**src/rtl/crc_32_stream_pkg.sv**
```systemverilog
// Shared constants, state encoding and the single-byte reflected CRC-32 step
// used by the streaming Ethernet FCS engine.
package crc_32_stream_pkg;

    localparam logic [31:0] CRC32_POLY    = 32'hEDB88320;
    localparam logic [31:0] CRC32_INIT    = 32'hFFFFFFFF;
    localparam logic [31:0] CRC32_XOR_OUT = 32'hFFFFFFFF;
    localparam logic [31:0] CRC32_RESIDUE = 32'hDEBB20E3;

    typedef logic [1:0] state_t;

    localparam state_t IDLE  = 2'd0;
    localparam state_t ACCUM = 2'd1;
    localparam state_t DONE  = 2'd2;

    function automatic logic [31:0] crc32_byte(
        input logic [31:0] crc,
        input logic [7:0]  data_byte,
        input logic [31:0] poly
    );
        logic [31:0] c;
        c = crc ^ {24'h0, data_byte};
        for (int i = 0; i < 8; i++) begin
            c = c[0] ? ((c >> 1) ^ poly) : (c >> 1);
        end
        return c;
    endfunction

endpackage

```
**src/rtl/crc_32_stream_fold.sv**
```systemverilog
// Combinational fold of one beat into the CRC register: kept bytes are
// applied in ascending index order, skipped bytes pass the value through.
module crc_32_fold
    import crc_32_stream_pkg::*;
#(
    parameter int          DATA_BYTES = 4,
    parameter logic [31:0] POLY       = CRC32_POLY
) (
    input  logic [31:0]             crc_in,
    input  logic [8*DATA_BYTES-1:0] data,
    input  logic [DATA_BYTES-1:0]   keep,
    output logic [31:0]             crc_out
);

    logic [31:0] chain;

    always_comb begin
        chain = crc_in;
        for (int i = 0; i < DATA_BYTES; i++) begin
            if (keep[i]) begin
                chain = crc32_byte(chain, data[8*i +: 8], POLY);
            end
        end
    end

    assign crc_out = chain;

endmodule

```
**src/rtl/crc_32_stream.sv**
```systemverilog
// Framed CRC-32 engine: FSM, handshake and result registers around the
// combinational fold; generate mode reports the FCS, check mode the residue.
module crc_32_stream
    import crc_32_stream_pkg::*;
#(
    parameter int          DATA_BYTES = 4,
    parameter logic [31:0] POLY       = CRC32_POLY,
    parameter logic [31:0] INIT       = CRC32_INIT,
    parameter logic [31:0] XOR_OUT    = CRC32_XOR_OUT,
    parameter logic [31:0] RESIDUE    = CRC32_RESIDUE,
    parameter int          CNT_W      = 16
) (
    input  logic                    clk,
    input  logic                    rst,
    input  logic                    clr,
    input  logic                    check_en,
    input  logic                    s_valid,
    output logic                    s_ready,
    input  logic [8*DATA_BYTES-1:0] s_data,
    input  logic [DATA_BYTES-1:0]   s_keep,
    input  logic                    s_last,
    output logic [31:0]             crc_out,
    output logic                    crc_valid,
    output logic                    crc_match,
    output logic [CNT_W-1:0]        byte_cnt
);

    state_t             state_q, state_d;
    logic [31:0]        crc_q, crc_d;
    logic [CNT_W-1:0]   cnt_q, cnt_d;
    logic               mode_q, mode_d;
    logic [31:0]        crc_out_q, crc_out_d;
    logic               crc_valid_q, crc_valid_d;
    logic               crc_match_q, crc_match_d;
    logic [CNT_W-1:0]   byte_cnt_q, byte_cnt_d;

    logic [31:0]        fold;
    logic [3:0]         pop;
    logic [CNT_W:0]     cnt_sum;
    logic [CNT_W-1:0]   cnt_sat;
    logic               accept;
    logic               mode_now;

    crc_32_fold #(
        .DATA_BYTES (DATA_BYTES),
        .POLY       (POLY)
    ) u_fold (
        .crc_in  (crc_q),
        .data    (s_data),
        .keep    (s_keep),
        .crc_out (fold)
    );

    assign s_ready = (state_q != DONE) & ~clr & ~rst;
    assign accept  = s_valid & s_ready;

    always_comb begin
        pop = 4'd0;
        for (int i = 0; i < DATA_BYTES; i++) begin
            pop = pop + {3'd0, s_keep[i]};
        end
    end

    // Counter saturates at all-ones instead of wrapping.
    assign cnt_sum  = {1'b0, cnt_q} + {{(CNT_W-3){1'b0}}, pop};
    assign cnt_sat  = cnt_sum[CNT_W] ? {CNT_W{1'b1}} : cnt_sum[CNT_W-1:0];
    assign mode_now = (state_q == IDLE) ? check_en : mode_q;

    always_comb begin
        state_d     = state_q;
        crc_d       = crc_q;
        cnt_d       = cnt_q;
        mode_d      = mode_q;
        crc_out_d   = crc_out_q;
        crc_match_d = crc_match_q;
        byte_cnt_d  = byte_cnt_q;
        crc_valid_d = 1'b0;
        if (clr) begin
            state_d = IDLE;
            crc_d   = INIT;
            cnt_d   = '0;
        end else if (accept) begin
            mode_d = mode_now;
            if (s_last) begin
                state_d     = DONE;
                crc_d       = INIT;
                cnt_d       = '0;
                crc_out_d   = fold ^ XOR_OUT;
                crc_match_d = mode_now & (fold == RESIDUE);
                byte_cnt_d  = cnt_sat;
                crc_valid_d = 1'b1;
            end else begin
                state_d = ACCUM;
                crc_d   = fold;
                cnt_d   = cnt_sat;
            end
        end else if (state_q == DONE) begin
            state_d = IDLE;
        end
    end

    always_ff @(posedge clk) begin
        if (rst) begin
            state_q     <= IDLE;
            crc_q       <= INIT;
            cnt_q       <= '0;
            mode_q      <= 1'b0;
            crc_out_q   <= '0;
            crc_valid_q <= 1'b0;
            crc_match_q <= 1'b0;
            byte_cnt_q  <= '0;
        end else begin
            state_q     <= state_d;
            crc_q       <= crc_d;
            cnt_q       <= cnt_d;
            mode_q      <= mode_d;
            crc_out_q   <= crc_out_d;
            crc_valid_q <= crc_valid_d;
            crc_match_q <= crc_match_d;
            byte_cnt_q  <= byte_cnt_d;
        end
    end

    assign crc_out   = crc_out_q;
    assign crc_valid = crc_valid_q;
    assign crc_match = crc_match_q;
    assign byte_cnt  = byte_cnt_q;

endmodule

```
**config.mk**
```make
export PLATFORM = sky130hd
export DESIGN_NAME = crc_32_stream
export DESIGN_NICKNAME = d
export VERILOG_FILES = /design/src/rtl/crc_32_stream_pkg.sv /design/src/rtl/crc_32_stream_fold.sv /design/src/rtl/crc_32_stream.sv
export SDC_FILE = /design/constraint.sdc
export NUM_CORES = 1
export LEC_CHECK = 0
export BUFFER_PORTS_ARGS = -buffer_cell sky130_fd_sc_hd__buf_2
export CAP_MARGIN = 10
export CORE_AREA = 2 2 145 147
export DETAILED_ROUTE_END_ITERATION = 10
export DIE_AREA = 0 0 147 149
export GPL_TIMING_DRIVEN = 0
export MAX_ROUTING_LAYER = met4
export PLACE_DENSITY = 0.68
export SYNTH_ARGS = -nofsm -noshare
export SYNTH_HDL_FRONTEND = slang
export SYNTH_SLANG_ARGS = --single-unit
```
**constraint.sdc**
```tcl
create_clock -name clk -period 8.85 [get_ports clk]
set_input_delay 0.4425 -clock clk [delete_from_list [all_inputs] [get_ports clk]]
set_output_delay 0.4425 -clock clk [all_outputs]
set_load 0.03 [all_outputs]
```
# Word level (Yosys, flattened, before mapping)
# Index checks and enable logic that the tools add are counted.
[classes] bitwise_logic=44 add_sub_neg=4 muxes=44 reduce_logical=6 n_eq_ne=3
[ops] operator="two-way mux 32 bit" count=37
[ops] operator="NOT 13 -> 14 bit" count=32
[ops] operator="XOR 32 x 8 -> 32 bit" count=4
[ops] operator="== test 32 bit, second input constant" count=1
[ops] operator="two-way mux 16 bit" count=2
[ops] operator="NOT 32 bit" count=1
[ops] operator="adder 16 x 4 -> 17 bit" count=1
[ops] operator="two-way mux 2 bit" count=3
[ops] operator="adder 3 x 1 -> 4 bit" count=1
[ops] operator="bitwise AND 1 bit" count=4
[ops] operator="adder 2 x 1 -> 3 bit" count=1
[ops] operator="NOT 1 bit" count=3
[ops] operator="AND reduction 3 bit" count=1
[ops] operator="OR reduction 3 bit" count=1
[ops] operator="adder 1 x 1 -> 2 bit" count=1
[ops] operator="== test 2 bit, second input constant" count=1
[ops] operator="logical NOT 2 bit" count=1
[ops] operator="two-way mux 1 bit" count=2
[ops] operator="!= test 2 bit, second input constant" count=1
[ops] operator="AND reduction 2 bit" count=1
[ops] operator="nonzero test 2 bit" count=1
[ops] operator="OR reduction 2 bit" count=1
[totals] regBits=101

# Depth between registers and ports, before layout
[logic_depth] ltp_word=74 depth_mapped=20

# Modules after synthesis
# A second synthesis with hierarchy kept.
[unflattened] hier_cells=1027 hier_area_um2=9436.6
[by_module_without_submodules] module="crc_32_fold" cells_per_inst=544 n_inst=1 area_per_inst_um2=5213.8 seq_area_each_um2=0.0
[by_module_without_submodules] module="crc_32_stream" cells_per_inst=483 n_inst=1 area_per_inst_um2=4222.8 seq_area_each_um2=2021.9

# Worst setup path before layout
# OpenSTA, ideal clock, no wires.
[synth_path] path_kind="input -> register" start="input port s_data[1]" end="register crc_match_q (netlist: crc_match)" setup_slack_ns=3.278 arrival_time_ns=5.503 stages=17 setup_ns=0.069 path_cell_list="xnor2_4 -> xnor3_1 -> mux2i_4 -> xnor2_4 -> xnor3_1 -> mux2_1 -> nor3_1 -> nor2_2 -> xnor3_1 -> a21oi_2 -> xnor3_2 -> xnor2_1 -> xnor3_1 -> mux2_2 -> o2111ai_1 -> or4b_1 -> o21ai_1"
[synth_via] elab_chain_cells=55
[synth_lines] element="start: declaration" line="crc_32_stream.sv:19" rtl="input logic [8*DATA_BYTES-1:0] s_data,"
[synth_lines] element="XOR 32 x 8 -> 32 bit (*)" line="crc_32_stream_pkg.sv:22" rtl="c = crc ^ {24'h0, data_byte};"
[synth_lines] element="two-way mux 32 bit (*) (2 in a row)" line="crc_32_stream_pkg.sv:24" rtl="c = c[0] ? ((c >> 1) ^ poly) : (c >> 1);"
[synth_lines] element="NOT 13 -> 14 bit (no line)"
[synth_lines] element="two-way mux 32 bit (*)" line="crc_32_stream_pkg.sv:24"
[synth_lines] element="NOT 13 -> 14 bit (no line)"
[synth_lines] element="two-way mux 32 bit (*) (2 in a row)" line="crc_32_stream_pkg.sv:24"
[synth_lines] element="NOT 13 -> 14 bit (no line)"
[synth_lines] element="two-way mux 32 bit (*)" line="crc_32_stream_pkg.sv:24"
[synth_lines] element="[31 not listed]"
[synth_lines] element="XOR 32 x 8 -> 32 bit" line="crc_32_stream_pkg.sv:22"
[synth_lines] element="NOT 13 -> 14 bit (no line)"
[synth_lines] element="two-way mux 32 bit (3 in a row)" line="crc_32_stream_pkg.sv:24"
[synth_lines] element="NOT 13 -> 14 bit (no line)"
[synth_lines] element="two-way mux 32 bit (5 in a row)" line="crc_32_stream_pkg.sv:24"
[synth_lines] element="two-way mux 32 bit (*)" line="crc_32_stream_fold.sv:20" rtl="if (keep[i]) begin"
[synth_lines] element="== test 32 bit (*)" line="crc_32_stream.sv:89" rtl="crc_match_d = mode_now & (fold == RESIDUE);"
[synth_lines] element="bitwise AND 1 bit (*)" line="crc_32_stream.sv:89"
[synth_lines] element="end signal: assignment" line="crc_32_stream.sv:119" rtl="crc_match_q <= crc_match_d;"
[synth_lines] element="end: declaration" line="crc_32_stream.sv:34" rtl="logic crc_match_q, crc_match_d;"
# Every way passes the cells marked *; elsewhere a longest branch is shown, timed or not.
# A chain may end at the register's enable or synchronous reset.

# Final worst setup path
[layout_path] start="register crc_q[0]" end="register crc_match_q (netlist: crc_match)"
[layout_via] elab_chain_cells=55
[layout_lines] element="start: declaration" line="crc_32_stream.sv:29" rtl="logic [31:0] crc_q, crc_d;"
[layout_lines] element="start signal: assignment" line="crc_32_stream.sv:114" rtl="crc_q <= crc_d;"
[layout_lines] element="XOR 32 x 8 -> 32 bit" line="crc_32_stream_pkg.sv:22"
[layout_lines] element="two-way mux 32 bit" line="crc_32_stream_pkg.sv:24"
[layout_lines] element="NOT 13 -> 14 bit (no line)"
[layout_lines] element="two-way mux 32 bit" line="crc_32_stream_pkg.sv:24"
[layout_lines] element="NOT 13 -> 14 bit (no line)"
[layout_lines] element="two-way mux 32 bit (2 in a row)" line="crc_32_stream_pkg.sv:24"
[layout_lines] element="NOT 13 -> 14 bit (no line)"
[layout_lines] element="two-way mux 32 bit" line="crc_32_stream_pkg.sv:24"
[layout_lines] element="[32 not listed]"
[layout_lines] element="two-way mux 32 bit (*)" line="crc_32_stream_fold.sv:20"
[layout_lines] element="XOR 32 x 8 -> 32 bit" line="crc_32_stream_pkg.sv:22"
[layout_lines] element="two-way mux 32 bit (2 in a row)" line="crc_32_stream_pkg.sv:24"
[layout_lines] element="NOT 13 -> 14 bit (no line)"
[layout_lines] element="two-way mux 32 bit (6 in a row)" line="crc_32_stream_pkg.sv:24"
[layout_lines] element="two-way mux 32 bit (*)" line="crc_32_stream_fold.sv:20"
[layout_lines] element="== test 32 bit (*)" line="crc_32_stream.sv:89"
[layout_lines] element="bitwise AND 1 bit (*)" line="crc_32_stream.sv:89"
# Marked as above.

==> summary.md <==
| Metric | Value |
|---|---|
| Kind of start point of the critical path | flop |
| Syn Nets | 1171 |
| Grt ovf | 0 |
| Core Footprint | roughly 21000 um2 |
| Final Critical Period | ~6900 ps |
| Maximum vdd drop | 276.5 uV |
| Root Driver | clkbuf_16 |
| Ys async rst share | 0 |
| Worst hold slack | about 360 ps |
| Vias/cell | roughly 5.9 |
| Sequential share of the synthesized area | 0.2031 |
| Area grow syn2layout | 11.16% |
| Yosys top cell by area | dfxtp_1 |
| Routed WL | 32180 um |
| Die Span Y | around 150 um |
| Starting Density | 0.4844 |
| 1st-iter DRT viols | 887 |
| Post-DR wirelength/cell | 21.37 um |
| Total Routing Usage GR | 0.2999 |
| Post_cts resized | 0 |
| Layout Cells excl Fill | about 1500 |
| # fillers | 1949 |
| Synthesized area per cell | 8.851 um2 |
| Status | finished clean |
| CP endpoint kind | flop |
| Footprint of the multi-input gates | 7600 um2 |
| Num rows | 53 |
| Cells after Synth | 1125 |
| Setup TNS | 0 ps |
| Most frequent cell after synthesis | xnor2_1 |
| DRC violations left | 0 |
| Largest cells by area after synthesis | dfxtp_1, xnor2_1, xnor3_1, mux2i_1, nor2_1 |
| # hold bufs at CTS | 0 |
| Max FO, Critical Path | 10 |
| Synth top area share | 0.2031 |
| Pre-CTS WS | 2012 ps |
| # placed instances | 1490 |
| #FFs+latches synth | around 100 |
| Vias in the first global route | 8247 |
| Register Area | 2022 um2 |
| Die W | 147 um |
| Critical path data arrival time | 7200 ps |
| Least-Margin Pin Slew | approximately 980 ps |
| Cell count of the worst reg-to-reg path | 17 |
| Hold depth | 3 |
| CTS Buf Count | 9 |
| Clk Latency, worst-skew pair | 350 ps |
| Final Hold Fails | 0 |
| Drt first pass iters | 5 |
| Fmax | 144.4 MHz |
| Final Setup Violations | 0 |
| Final Util | 0.5384 |
| Slew headroom | 0.3421 |
| Initial antenna violation count | 0 |
| RSZ-0062 raised after global routing | false |
| YS warnings | 0 |
| Largest net degree at the start of global routing | 20 |
| HP Class | input pin to flop |
| Commonest cells in the netlist | xnor2_1, nor2_1, nand2_1, dfxtp_1, a21oi_1 |
| Layout Nets | 1272 |
| Post CTS Setup Buffer Count | 0 |
| Diode count | 0 |
| EDFF count, synth | 0 |
| Vias | 8916 |
| Number of max-cap violations | 0 |
| Die area | 21900 um2 |
| Leak pwr | 4.636 nW |
| Pwr Density | 417.7 nW/um2 |
| CTS H-tree depth | 3 |
| IO Count | 93 |
| Main synth FF type | dfxtp_1 |
| Post-route setup slack | ~1900 ps |
| CTS tree | yes |
| Req. time, crit path | 9130 ps |
| Clk_skew | 11.03 ps |
| Layout cells sized above 1 | 0.1454 |
| Period utilization | 0.7823 |
| CP Class | flop to flop |
| Post-Syn Area | 9957 um2 |
| Routed Antenna Nets | 0 |
| Clock-pin slew on the worst setup and hold paths | ~70 ps |
| Clock buffer depth | 2 |
| Port Buffers | 90 |
| Global-route wire length before repair | about 50000 um |
| Netlist cell types | 87 |
| GPL Wtd Cong | 0.9636 |
| # clock sinks | 101 |
| Fin. max-slew vios | 0 |
| HPWL Detailed | ~26000 um |
[cell usage in the layout, fill, tap and decap left out, drive strengths merged, types with 4 or more instances in the layout]
master,instances
xnor2,158
o21a,4
buf,106
inv,20
nor3,20
o221a,4
nor2b,8
o22ai,30
mux2i,68
and3,5
or2,4
mux2,11
nand3,21
a21oi,78
nand4,5
xnor3,49
clkbuf,60
or3,4
xor2,58
a31oi,6
nand2,102
o21ai,41
nor2,132
nor4,5
a211oi,25
a311oi,12
clkinv,4
nand3b,4
a41oi,5
xor3,11
dfxtp,101
and2,13
a22oi,4
nor3b,4
nand2b,8
[layout make-up]
cell class                      count  share of cell area
Inverter                           18            0.006104
Tap cell                          275             0.03109
Buffer                             67             0.02419
Sequential cell                   101              0.1827
Timing Repair Buffer               90             0.04070
Multi-Input combinational cell    939              0.6866
Clock inverter                      7            0.008252
Clock buffer                        9             0.02035
[final timing paths]
| check | slack [ps] | start | endpoint |
|---|---|---|---|
| max reg2reg | 1930 | crc_q[0]$_SDFFE_PP1P_ | crc_match$_SDFFE_PP0P_ |
| max | 1930 | crc_q[0]$_SDFFE_PP1P_ | crc_match$_SDFFE_PP0P_ |
| min | 360 | check_en | mode_q$_SDFFE_PP0P_ |
| min reg2reg | 480 | crc_out[23]$_SDFFE_PP0P_ | crc_out[23]$_SDFFE_PP0P_ |
[metrics by stage]
stage	power (W)	cell area, um2
detailed placement	0.004103	10750
finish	0.004623	11070
global placement	0.004115	10750
floorplan	0.003201	9957
global route	0.004809	11070
CTS	0.004534	11070
[layer usage]
layer,wire [um],track usage
met3,2137,0.02905
met5,0,-
met4,988,0.09183
met2,14720,0.4716
met1,14340,0.4125
[state kept, by name, summed over array words and instances (netlist names)]
| name | flops |
|---|---|
| state_q | 2 |
| crc_out | 32 |
| cnt_q | 16 |
| crc_valid | 1 |
| crc_match | 1 |
| crc_q | 32 |
| byte_cnt | 16 |
| mode_q | 1 |
[cells by family after synthesis]
logic type / share of synthesized area
mux: 0.08482
compound gates: 0.1598
flops: 0.2031
buf+inv: 0.03368
fa+ha+maj: 0.007288
simple gates: 0.1585
xor+xnor: 0.3529
[power breakdown]
group | internal [W] | switching [W] | leakage (nW)
Clock | 0.000227 | 0.000190 | 0.157
Sequential | 0.000478 | 0.0000221 | 0.818
Combinational | 0.00156 | 0.00214 | 3.66
Total | 0.00227 | 0.00235 | 4.64
[worst max-delay path, stage by stage (launching register included)]
cell and delay [ps]:
dfxtp_1 420, xnor2_4 490, xnor3_2 530, mux2i_1 150, a2111o_2 510, nor4_2 620, a211oi_2 140, o31ai_1 490
nand2_1 330, xnor3_1 520, a21oi_4 340, xnor3_2 530, xnor2_1 420, xnor3_1 210, mux2_2 240, o2111ai_1 180
or4b_1 560, o21ai_1 140
Note: power is estimated with default switching activity, not from simulation.
